`config.mk`:
```
export PLATFORM = sky130hd
export DESIGN_NAME = arty_input_conditioner
export DESIGN_NICKNAME = d
export VERILOG_FILES = /design/src/rtl/arty_input_conditioner.sv
export SDC_FILE = /design/constraint.sdc
export NUM_CORES = 1
export LEC_CHECK = 0
export CORE_MARGIN = 5
export CORE_UTILIZATION = 64
export DETAILED_ROUTE_END_ITERATION = 10
export MAX_ROUTING_LAYER = met4
export PLACE_DENSITY = 0.92
export SLEW_MARGIN = 30
export SYNTH_ARGS = -nofsm -noshare
export SYNTH_HDL_FRONTEND = slang
export SYNTH_SLANG_ARGS = --single-unit
```
`constraint.sdc`:
```
create_clock -name clk -period 3.7 [get_ports clk]
set_input_delay 1.11 -clock clk [delete_from_list [all_inputs] [get_ports clk]]
set_output_delay 1.11 -clock clk [all_outputs]
set_load 0.01 [all_outputs]
```
`src/rtl/arty_input_conditioner.sv`:
```
// -----------------------------------------------------------------------------
// arty_input_conditioner
//
// Conditions the Arty push-buttons and slide switches before they reach the
// SoC GPIO inputs. Each input bit is handled independently:
//   raw pin -> 2-flop synchroniser -> counter debounce -> rise/fall pulses
//   -> sticky event flag.
// The event flags are masked per bit and OR-reduced into one registered
// level interrupt.
//
// Ports
//   clk          system clock (100 MHz)
//   rst_n        asynchronous assert, active-low reset
//   in_raw_i     raw asynchronous pin levels
//                (btn[3:0] on bits 3:0, sw[3:0] on bits 7:4)
//   level_o      debounced stable level
//   rise_o       one-cycle pulse on each accepted 0->1 transition
//   fall_o       one-cycle pulse on each accepted 1->0 transition
//   event_o      sticky flag, set by any accepted edge
//   event_clr_i  per-bit clear strobe for event_o
//   irq_en_i     per-bit interrupt enable
//   irq_o        registered OR of (event_o & irq_en_i)
// -----------------------------------------------------------------------------
module arty_input_conditioner #(
    parameter int   NUM_IN          = 8,
    parameter int   DEBOUNCE_CYCLES = 1000000,
    parameter int   CNT_WIDTH       = $clog2(DEBOUNCE_CYCLES + 1),
    parameter logic RESET_LEVEL     = 1'b0
) (
    input  logic              clk,
    input  logic              rst_n,
    input  logic [NUM_IN-1:0] in_raw_i,
    output logic [NUM_IN-1:0] level_o,
    output logic [NUM_IN-1:0] rise_o,
    output logic [NUM_IN-1:0] fall_o,
    output logic [NUM_IN-1:0] event_o,
    input  logic [NUM_IN-1:0] event_clr_i,
    input  logic [NUM_IN-1:0] irq_en_i,
    output logic              irq_o
);

    // Counter value at which a differing level has been stable long enough.
    localparam logic [CNT_WIDTH-1:0] CNT_LAST = CNT_WIDTH'(DEBOUNCE_CYCLES - 1);

    logic [NUM_IN-1:0]    sync_meta;
    logic [NUM_IN-1:0]    sync_q;
    logic [NUM_IN-1:0]    level_q;
    logic [NUM_IN-1:0]    rise_q;
    logic [NUM_IN-1:0]    fall_q;
    logic [NUM_IN-1:0]    event_q;
    logic                 irq_q;
    logic [CNT_WIDTH-1:0] cnt [NUM_IN];

    // Two-flop synchroniser; sync_q lags in_raw_i by two edges.
    always_ff @(posedge clk or negedge rst_n) begin
        if (!rst_n) begin
            sync_meta <= {NUM_IN{RESET_LEVEL}};
            sync_q    <= {NUM_IN{RESET_LEVEL}};
        end else begin
            sync_meta <= in_raw_i;
            sync_q    <= sync_meta;
        end
    end

    // Debounce: count consecutive cycles where the synchronised input differs
    // from the accepted level. Any agreement restarts the count, so only a
    // difference held for DEBOUNCE_CYCLES edges is accepted. The edge pulses
    // are registered on the same edge as the level so they line up with the
    // first cycle that shows the new level.
    always_ff @(posedge clk or negedge rst_n) begin
        if (!rst_n) begin
            level_q <= {NUM_IN{RESET_LEVEL}};
            rise_q  <= '0;
            fall_q  <= '0;
            for (int i = 0; i < NUM_IN; i++) begin
                cnt[i] <= '0;
            end
        end else begin
            for (int i = 0; i < NUM_IN; i++) begin
                rise_q[i] <= 1'b0;
                fall_q[i] <= 1'b0;
                if (sync_q[i] == level_q[i]) begin
                    cnt[i] <= '0;
                end else if (cnt[i] == CNT_LAST) begin
                    level_q[i] <= sync_q[i];
                    rise_q[i]  <= sync_q[i];
                    fall_q[i]  <= ~sync_q[i];
                    cnt[i]     <= '0;
                end else begin
                    cnt[i] <= cnt[i] + 1'b1;
                end
            end
        end
    end

    // Sticky events: a new edge in the same cycle as a clear keeps the flag set.
    always_ff @(posedge clk or negedge rst_n) begin
        if (!rst_n) begin
            event_q <= '0;
        end else begin
            event_q <= (event_q & ~event_clr_i) | rise_q | fall_q;
        end
    end

    always_ff @(posedge clk or negedge rst_n) begin
        if (!rst_n) begin
            irq_q <= 1'b0;
        end else begin
            irq_q <= |(event_q & irq_en_i);
        end
    end

    assign level_o = level_q;
    assign rise_o  = rise_q;
    assign fall_o  = fall_q;
    assign event_o = event_q;
    assign irq_o   = irq_q;

endmodule

```
; Word level (Yosys, flattened, before mapping)
; Index checks and enable logic that the tools add are counted.
[classes]
bitwise_logic = 21
muxes = 48
n_reduce_logical = 9
addsub = 8
n_eq_ne = 16
[op_table]
columns = operator, count
row1 = two-way mux 20 bit, 16
row2 = "adder 20 x 1 -> 20 bit, second input constant", 8
row3 = "== test 20 bit, second input constant", 8
row4 = two-way mux 1 bit, 32
row5 = bitwise AND 8 bit, 2
row6 = NOT 1 bit, 16
row7 = bitwise OR 8 bit, 2
row8 = AND reduction 2 bit, 8
row9 = == test 1 bit, 8
row10 = NOT 8 bit, 1
row11 = OR reduction 8 bit, 1
[word_totals]
elab_cells = 124
ff_bits = 209
input_bits = 26
out_inout_bits = 33

; Depth between registers and ports, before layout
; Gate-level depths: netlist of the first run.
[depth]
ltp_word = 4
ltp_mapped = 6
mapped_depth_nobuf = 5

; Worst setup path after synthesis of the first run
; No wires, ideal clock.
[synth_path]
kind = flip-flop to flip-flop
startpoint = reg cnt[140] (netlist name)
endpoint = reg cnt[145] (netlist name)
stages_incl_launch_ff = 7
synth_period_minus_slack_ns = 1.976
setup_ns = 0.132
slack_ns = 1.724
n_path_buf = 1
required_time_ns = 3.568
arrival_ns = 1.844
path_cell_list = dfrtp_1 ha_1 nand2_1 or2_2 o31ai_2 clkbuf_1 nor2_1
[synth_between]
elab_chain_cells = 3
word_cells_on_any_way = 4
classes_between = add/sub: 1 / eq/ne: 1 / mux: 2
[synth_rtl]
columns = item, line
row1 = "start, declared", 52  ; logic [CNT_WIDTH-1:0] cnt [NUM_IN];
row2 = "start signal, assigned by index", 90  ; cnt[i] <= cnt[i] + 1'b1;
row3 = adder 20 x 1 -> 20 bit or == test 20 bit (tied branches), "90, 84"
row4 = two-way mux 20 bit *, 84  ; end else if (cnt[i] == CNT_LAST) begin
row5 = two-way mux 20 bit *, 82  ; if (sync_q[i] == level_q[i]) begin
; Every way passes the cells marked *; elsewhere a longest branch is shown, timed or not.
; A chain may end at the register's enable or synchronous reset.

; Worst setup path in the final report of the first run
[layout_path]
startpoint = reg event_q[1] (netlist: event_o[1])
endpoint = out event_o[1]
[layout_rtl]
columns = item, line
row1 = "start, declared", 50  ; logic [NUM_IN-1:0] event_q;
row2 = "start signal, assigned", 101  ; event_q <= (event_q & ~event_clr_i) | rise_q | fall_q;
row3 = "end, declared", 36  ; output logic [NUM_IN-1:0] event_o,
; No word-level cell between the ends.

==> results of run 1 <==
-- power groups by stage --
| stage | combinational, uW | clock [uW] | sequential, uW |
|---|---|---|---|
| after CTS | 157 | 2430 | 2350 |
| after floorplan | 58.0 | 0 | 2380 |
| after global routing | 175 | 2530 | 2350 |
| final | 154 | 2410 | 2350 |
| after global placement | 149 | 0 | 2380 |
| after detailed placement | 154 | 0 | 2390 |
-- stage by stage --
stage               cells  worst slack [ns]   util  instance area [um2]
finish               1229              1.08  0.755                11300
floorplan             952              1.72      -                 9660
global placement     1189              1.45  0.700                10500
detailed placement   1189              1.43  0.701                10500
global route         1229              1.01  0.755                11300
CTS                  1229              1.06  0.754                11300
-- sequential cells by signal, indices dropped and copies added (netlist names) --
register   cells
cnt          160
fall_o         8
event_o        8
sync_meta      8
sync_q         8
level_o        8
irq_o          1
rise_o         8
-- cell type report --
type | instances | area [um2]
clock buffer | 29 | 648
clock inverter | 11 | 155
fill | 908 | 3670
inverter | 38 | 143
multi-input combinational | 687 | 4230
sequential | 209 | 5230
tap | 188 | 235
timing repair buffer | 67 | 664
-- worst min-delay path by stage --
stage	from	endpoint	slack, ns	cells after the start
after floorplan	sync_meta[0]$_DFF_PN0_	sync_q[0]$_DFF_PN0_	0.33	0
after global placement	sync_meta[4]$_DFF_PN0_	sync_q[4]$_DFF_PN0_	0.33	0
after detailed placement	sync_meta[4]$_DFF_PN0_	sync_q[4]$_DFF_PN0_	0.34	0
after CTS	sync_meta[1]$_DFF_PN0_	sync_q[1]$_DFF_PN0_	0.35	0
after global routing	sync_meta[5]$_DFF_PN0_	sync_q[5]$_DFF_PN0_	0.36	0
final	sync_meta[1]$_DFF_PN0_	sync_q[1]$_DFF_PN0_	0.35	0
-- layout by cell type, fill, tap and decap left out, types with 5 or more instances in the layout --
cell type	instances
dfrtp_1	209
nor2_1	139
xnor2_1	73
clkdlybuf4s50_1	57
nand3_1	51
nand2_1	49
inv_1	38
nand4_1	36
a21oi_1	36
o21ai_0	34
xor2_1	33
nor4_1	32
nor3_1	26
and3_1	24
clkbuf_16	23
or3_1	19
nor3b_1	17
or4_1	16
and2_1	11
mux2_2	8
ha_1	8
buf_4	8
clkinv_2	7
o31ai_1	6
nor4b_1	6
nand3b_1	6
clkbuf_8	6
o31ai_2	5
nand4b_1	5
and4_1	5
-- routing by layer --
layer,part of all wire,wire length [um],track usage,vias up
met3,0.044,940,0.0354,72
met2,0.51,10900,0.413,240
li1,-,-,-,3525
met4,0.025,538,0.0670,0
met1,0.42,8860,0.327,3780
met5,0,0,-,-
-- logic make-up after synthesis --
family	Yosys count	share of synthesized area
xor+xnor	106	0.0961
mux	12	0.0135
buf+inv	56	0.0220
simple gates	456	0.249
compound gates	105	0.0679
flops	209	0.541
fa+ha+maj	8	0.0104
==> metrics.yaml, run 1 <==
timing:
  rsz0062_at_grt: "no"
  whs_ns: 0.349
  finalSetupTns_ns: 0
  finClkSkew_ns: 0.0131
  fmax_mhz: 381
  setup_viol: 0
  tightest_slew_ns: 0.871
  finalCritPeriodShare: 0.709
  min_period_ns: 2.62
  slew_headroom: 0.416
  finalMaxSlewViolations: 0
  hold_violations: 0
yosys:
  synth.area.top_cells: "dfrtp_1 54%, xnor2_1 6.6%, nor2_1 5.4%"
  ys_types: 46
  post-synth-top-area-cell: "dfrtp_1"
  synth_commonest_cells: "209 x dfrtp_1, 139 x nor2_1, 73 x xnor2_1, 51 x nand3_1, 49 x nand2_1"
  ys_ff_latch: 209
  ys_warn_count: 0
  synth_most_common_cell: "dfrtp_1"
  synth-edff-count: 0
  ys_seq_area_frac: 0.541
  ys.flop_type: "dfrtp_1"
  synth_top_area_share: 0.541
  synth.avg_cell_area_um2: 10.1
  synthCells: 952
  async_flop_share: 1.00
  syn-cell-area_um2: 9660
  synth_fp_nets: 986
power_and_ir_drop:
  ir_drop_uv: 408
  sw_frac_of_total: 0.209
  p_total_uw: 4910
  seqPwrFrac: 0.478
  powerDensity_nw_per_um2: 434
  p_clk_frac: 0.490
  p_int_uw: 3880
  leakage_uw: 0.00454
  p_comb_frac: 0.031
  p_switching_uw: 1020
setup_path:
  crit_chain: "clkdlybuf4s50_1"
  arrival_ns: 1.51
  crit_end: "event_o[1]"
  cp-startpoint: "event_o[1]$_DFF_PN0_"
  crit_slowest_cell: "clkdlybuf4s50_1"
  crit_fanout: 3
  r2r-end: "cnt[18]$_DFF_PN0_"
  cp-start-kind: "flop"
  slowest_delay_ns: 0.57
  worstSetupPathDepth: 1
  crit_type: "reg -> out"
  r2r_slack_ns: 1.38
  crit_buf_inv: 1
  critPathCaptureType: "primary output"
  required_ns: 2.59
  critPathTopFamily: "buffers and inverters"
  reg2reg_depth: 5
  r2r-start: "cnt[0]$_DFF_PN0_"
die:
  die_y_um: 133
  die_w_um: 133
  initial_core_util: 0.645
  core-area_um2: 15000
  boundaryPins: 59
  die_area_um2: 17600
  rows: 45
final_layout:
  areaGrowthSynthToFinish_pct: 17.0
  nets: 1059
  diodes: 0
  drive_above_1_share: 0.0730
clock_tree:
  cts_sinks: 209
  cts_tree: "done"
  clock_tree.buffer_depth: 3
  cts_buffers: 22
  cts_root_buffer: "clkbuf_16"
  h-tree-depth: 1
  clk_pin_slew_worst_paths_ns: 0.06
  post_cts_buffers: 0
  cts_resized: 0
  cts_hold_buffers: 0
  clock_latency_ns: 0.50
detailed_routing:
  first_pass_iters: 5
  wl_per_cell_um: 17.3
  totalWireLength_um: 21300
  vias: 7617
  ant_nets: 0
  drc: 0
  viasPerCell: 6.20
  drt_iter0_drc: 683
hold_path:
  hp-class: "reg -> reg"
global_route:
  grt_usage: 0.250
  gr-total-overflow: 0
  grt_pass1_wl_um: 36100
  first_global_vias: 7416
  grt_max_degree: 72
  grt_antenna_before_repair: 0
placed_design:
  port-buffer-count: 58
  finalWeightedCongestion: 0.858
  hpwl_um: 13500
outcome:
  outcome: "complete, no violations"
run:
  drv_cap: 0
Note: power is estimated with default switching activity, not from simulation.
==> run 2, diff against run 1 <==
- CORE_UTILIZATION: 64 -> 60
- PLACE_DENSITY: 0.92 -> 0.87
- clock period: 3.7 -> 2.7 ns (I/O delays scaled with it)
==> run 2 against run 1 <==
Compared with the run above: sequential share of layout area is 0.24 points lower; combinational power grew 40%; largest cell class unchanged; clock power increased by 32%; flip-flop and latch count is the same.
==> metrics.yaml, run 2 (synthesis gave the netlist of run 1 again) <==
outcome:
  outcome: "complete, no violations"
detailed_routing:
  first_pass_iters: 5  # unchanged
  viasPerCell: 5.80  # -6.4%
  vias: 7326  # -3.8%
  drt_iter0_drc: 396  # -42%
  ant_nets: 0  # unchanged
  drc: 0  # unchanged
  wl_per_cell_um: 15.3  # -12%
  totalWireLength_um: 19300  # -9.1%
final_layout:
  drive_above_1_share: 0.0745  # +0.00149
  largest_reg_flops: 160  # unchanged
  stdcell_count: 1263  # +2.8%
  layout_common_cells: "209 x dfrtp_1, 139 x nor2_1, 73 x xnor2_1"
  areaGrowthSynthToFinish_pct: 17.7
  nets: 1066  # +0.66%
  diodes: 0  # unchanged
  top_register: "cnt"
  n_fill_cell: 1107  # +22%
  final_common_cell: "dfrtp_1"
setup_path:
  reg2reg_depth: 5  # unchanged
  crit_fanout: 5  # +2
  critPathCaptureType: "primary output"
  critPathTopFamily: "buffers and inverters"
  crit_slowest_cell: "clkdlybuf4s50_1"
  slowest_delay_ns: 0.61  # +0.04 ns
  r2r-start: "cnt[140]$_DFF_PN0_"
  arrival_ns: 1.54  # +0.03 ns
  cp-start-kind: "flop"
  r2r_slack_ns: 0.49  # -0.89 ns
  required_ns: 1.89  # -0.70 ns
  crit_chain: "clkdlybuf4s50_1"
  crit_type: "reg -> out"
  r2r-end: "cnt[158]$_DFF_PN0_"
  crit_buf_inv: 1  # unchanged
placed_design:
  finalWeightedCongestion: 0.926  # +7.9%
  port-buffer-count: 58  # unchanged
  hpwl_um: 12900  # -4.7%
  place_inst: 1224  # +2.9%
die:
  die_y_um: 137  # +3.0%
  rows: 46  # +2.2%
  core-area_um2: 15800  # +5.7%
  boundaryPins: 59  # unchanged
  die_w_um: 137  # +3.0%
  initial_core_util: 0.610  # -0.0347
  die_area_um2: 18700  # +6.2%
clock_tree:
  h-tree-depth: 1  # unchanged
  clk_pin_slew_worst_paths_ns: 0.06  # about the same
  post_cts_buffers: 0  # unchanged
  cts_tree: "done"
  cts_buffers: 22  # unchanged
  cts_root_buffer: "clkbuf_16"
  clock_tree.buffer_depth: 3  # unchanged
  cts_resized: 0  # unchanged
  cts_sinks: 209  # unchanged
  cts_hold_buffers: 0  # unchanged
  clock_latency_ns: 0.51  # about the same
timing:
  finalSetupTns_ns: 0  # unchanged
  fmax_mhz: 426
  min_period_ns: 2.35
  finalMaxSlewViolations: 0  # unchanged
  finClkSkew_ns: 0.0172  # +0.00414 ns
  finalCritPeriodShare: 0.869
  slew_headroom: 0.544  # +0.128
  setup_viol: 0  # unchanged
  rsz0062_at_grt: "no"
  tightest_slew_ns: 0.678  # -0.192 ns
  hold_violations: 0  # unchanged
power_and_ir_drop:
  leakage_uw: 0.00455  # +0.17%
  powerDensity_nw_per_um2: 581  # +34%
  ir_drop_uv: 561  # +37%
hold_path:
  hp-class: "in -> async"
global_route:
  gr-total-overflow: 0  # unchanged
  grt_max_degree: 74  # +2.8%
  grt_usage: 0.221  # -0.0283
  grt_pass1_wl_um: 33500  # -7.2%
  first_global_vias: 7245  # -2.3%
  grt_antenna_before_repair: 0  # unchanged
run:
  drv_cap: 0  # unchanged
## run 2: changes by cell type in the layout (fill, tap and decap cells not counted), moves of 2 or more
cell and delta:
buf_4 +6, clkbuf_8 -2, clkinv_2 -2, clkinvlp_4 +2, o21ai_1 +2, o21ai_2 -2
## run 2: layer usage
| metal | GRT usage | wire (um) |
|---|---|---|
| met1 | 0.294 | 8410 |
| met2 | 0.362 | 9850 |
| met5 | - | 0 |
| met3 | 0.0313 | 696 |
| met4 | 0.0621 | 378 |
## run 2: per-stage QoR
stage / hold slack [ns] / instance area [um2] / utilization / setup WS [ns] / power [uW]
detailed placement: 0.336 / 10600 / 0.669 / 0.573 / 3490
global placement: 0.333 / 10600 / 0.669 / 0.610 / 3480
floorplan: 0.331 / 9660 / - / 0.724 / 3340
finish: 0.239 / 11400 / 0.718 / 0.353 / 6600
CTS: 0.242 / 11400 / 0.718 / 0.332 / 6670
global route: 0.258 / 11400 / 0.718 / 0.285 / 6830
## run 2: worst max path at each step
stage	cells past startpoint	startpoint	endpoint
after floorplan	6	cnt[140]$_DFF_PN0_	cnt[145]$_DFF_PN0_
after global placement	3	irq_en_i[2]	irq_o$_DFF_PN0_
after detailed placement	5	cnt[0]$_DFF_PN0_	cnt[18]$_DFF_PN0_
after CTS	1	level_o[0]$_DFFE_PN0P_	level_o[0]
after global routing	1	level_o[0]$_DFFE_PN0P_	level_o[0]
final	1	level_o[0]$_DFFE_PN0P_	level_o[0]
## run 2: layout make-up
cell class	count	area [um2]	area share
Clock buffer	27	599	0.0527
Clock inverter	12	176	0.0155
Inverter	38	143	0.0126
Multi-Input combinational cell	687	4220	0.371
Sequential cell	209	5230	0.460
Tap cell	216	270	0.0238
Timing Repair Buffer	74	729	0.0642
## run 2: where the power goes
| part | leakage [uW] | internal (uW) | switching (uW) |
|---|---|---|---|
| Clock | 0.000378 | 1960 | 1210 |
| Sequential | 0.00286 | 3170 | 40.3 |
| Combinational | 0.00131 | 86.1 | 129 |
| Total | 0.00455 | 5220 | 1380 |
==> run 3, diff against run 2 <==
- CORE_MARGIN: 5 -> 2
==> run 3 against run 2 <==
Compared with the run above: sequential power about the same; via count hardly changed; combinational power decreased by 2%; register-to-register slack worse by 0.13 ns; routed wire length shrank 1.2%; design area shrank 0.14%.
==> metrics.yaml, run 3 (synthesis gave the netlist of run 1 again) <==
clock_tree:
  cts_buffers: 22  # unchanged
  clock_tree.buffer_depth: 3  # unchanged
  cts_root_buffer: "clkbuf_16"
  cts_hold_buffers: 0  # unchanged
  cts_resized: 0  # unchanged
  h-tree-depth: 1  # unchanged
  cts_tree: "done"
  clk_pin_slew_worst_paths_ns: 0.06  # about the same
  clock_latency_ns: 0.50  # about the same
  post_cts_buffers: 0  # unchanged
  cts_sinks: 209  # unchanged
timing:
  tightest_slew_ns: 0.732  # +0.0542 ns
  setup_viol: 0  # unchanged
  finalMaxSlewViolations: 0  # unchanged
  finalSetupTns_ns: 0  # unchanged
  finalCritPeriodShare: 0.868  # -0.00145
  hold_violations: 0  # unchanged
  finClkSkew_ns: 0.0170  # -0.000242 ns
  min_period_ns: 2.34  # -0.00392 ns
  rsz0062_at_grt: "no"
  fmax_mhz: 427  # +0.17%
  slew_headroom: 0.507  # -0.0364
setup_path:
  crit_end: "event_o[1]"
  crit_slowest_cell: "clkdlybuf4s50_1"
  worstSetupPathDepth: 1  # unchanged
  crit_buf_inv: 1  # unchanged
  crit_fanout: 3  # -2
  critPathTopFamily: "buffers and inverters"
  cp-start-kind: "flop"
  r2r-end: "cnt[158]$_DFF_PN0_"
  crit_chain: "clkdlybuf4s50_1"
  r2r-start: "cnt[140]$_DFF_PN0_"
  r2r_slack_ns: 0.36  # -0.13 ns
  required_ns: 1.89  # about the same
  reg2reg_depth: 5  # unchanged
  crit_type: "reg -> out"
  slowest_delay_ns: 0.58  # -0.03 ns
  critPathCaptureType: "primary output"
  arrival_ns: 1.53  # about the same
  cp-startpoint: "event_o[1]$_DFF_PN0_"
die:
  boundaryPins: 59  # unchanged
  die_y_um: 131  # -4.4%
  die_area_um2: 17100  # -8.6%
  core-area_um2: 15800  # unchanged
  die_w_um: 131  # -4.4%
  initial_core_util: 0.610  # unchanged
  rows: 46  # unchanged
detailed_routing:
  drt_iter0_drc: 503  # +27%
  first_pass_iters: 5  # unchanged
  drc: 0  # unchanged
  ant_nets: 0  # unchanged
  totalWireLength_um: 19100  # -1.2%
  wl_per_cell_um: 15.2  # -1.0%
  vias: 7319  # -0.096%
  viasPerCell: 5.80  # about the same
power_and_ir_drop:
  ir_drop_uv: 615  # +9.6%
  p_total_uw: 6570  # -0.49%
  powerDensity_nw_per_um2: 579  # -0.35%
  p_switching_uw: 1350  # -1.8%
  sw_frac_of_total: 0.206  # -0.00281
  seqPwrFrac: 0.489  # +0.002
  leakage_uw: 0.00454  # -0.16%
  p_comb_frac: 0.032  # about the same
  p_clk_frac: 0.479  # -0.002
  p_int_uw: 5220  # -0.13%
global_route:
  first_global_vias: 7025  # -3.0%
  grt_usage: 0.241  # +0.0192
  grt_max_degree: 69  # -6.8%
  grt_antenna_before_repair: 0  # unchanged
  gr-total-overflow: 0  # unchanged
  grt_pass1_wl_um: 32600  # -2.8%
final_layout:
  nets: 1064  # -0.19%
  diodes: 0  # unchanged
  utilization: 0.717  # -0.00103
  top_register: "cnt"
  largest_reg_flops: 160  # unchanged
  layout_common_cells: "209 x dfrtp_1, 139 x nor2_1, 73 x xnor2_1"
  stdcell_area_um2: 11300  # -0.14%
  areaGrowthSynthToFinish_pct: 17.5
  stdcell_count: 1261  # -0.16%
  drive_above_1_share: 0.0718  # -0.00273
  final_common_cell: "dfrtp_1"
placed_design:
  port-buffer-count: 58  # unchanged
  finalWeightedCongestion: 0.874  # -5.6%
  place_inst: 1222  # -0.16%
  place_area_um2: 10600  # -0.14%
  hpwl_um: 12700  # -1.4%
hold_path:
  hp-class: "in -> async"
run:
  drv_cap: 0  # unchanged
outcome:
  outcome: "complete, no violations"
-- run 3: per-layer routing --
| metal | GRT usage | share of wire |
|---|---|---|
| met5 | - | 0 |
| met4 | 0.0763 | 0.029 |
| met3 | 0.0375 | 0.036 |
| met2 | 0.389 | 0.49 |
| met1 | 0.317 | 0.44 |
-- run 3: worst min path at each step --
stage / from / to / depth (start not counted)
floorplan: sync_meta[0]$_DFF_PN0_ / sync_q[0]$_DFF_PN0_ / 0
global placement: sync_meta[4]$_DFF_PN0_ / sync_q[4]$_DFF_PN0_ / 0
detailed placement: sync_meta[0]$_DFF_PN0_ / sync_q[0]$_DFF_PN0_ / 0
CTS: rst_n / cnt[125]$_DFF_PN0_ / 1
global route: rst_n / cnt[125]$_DFF_PN0_ / 1
finish: rst_n / cnt[120]$_DFF_PN0_ / 1
-- run 3: final cells by class --
class	count	area, um2
sequential	209	5230
timing repair buffer	72	714
clock buffer	34	697
multi-input combinational	687	4220
fill	1050	4480
inverter	38	143
tap	216	270
clock inverter	5	77.6
-- run 3: worst reg2reg max path: cells and delay by family, from the launching register on --
| kind | cells | cell delay (ns) |
|---|---|---|
| adders and majority gates | 1 | 0.24 |
| and+or+nand+nor | 3 | 1.46 |
| DFF | 1 | 0.40 |
| AOI/OAI and AO/OA | 1 | 0.16 |
-- run 3: power by group through the flow --
| stage | Combinational, uW | Clock [uW] | Sequential [uW] |
|---|---|---|---|
| floorplan | 79.5 | 0 | 3260 |
| global placement | 210 | 0 | 3270 |
| detailed placement | 215 | 0 | 3270 |
| CTS | 216 | 3200 | 3210 |
| global route | 242 | 3330 | 3220 |
| finish | 211 | 3140 | 3210 |
-- run 3: stage by stage --
stage | worst slack (ns) | hold WS, ns
2_1_floorplan | 0.724 | 0.331
6_report | 0.357 | 0.263
4_1_cts | 0.342 | 0.276
5_1_grt | 0.235 | 0.299
3_3_place_gp | 0.612 | 0.331
3_5_place_dp | 0.505 | 0.335
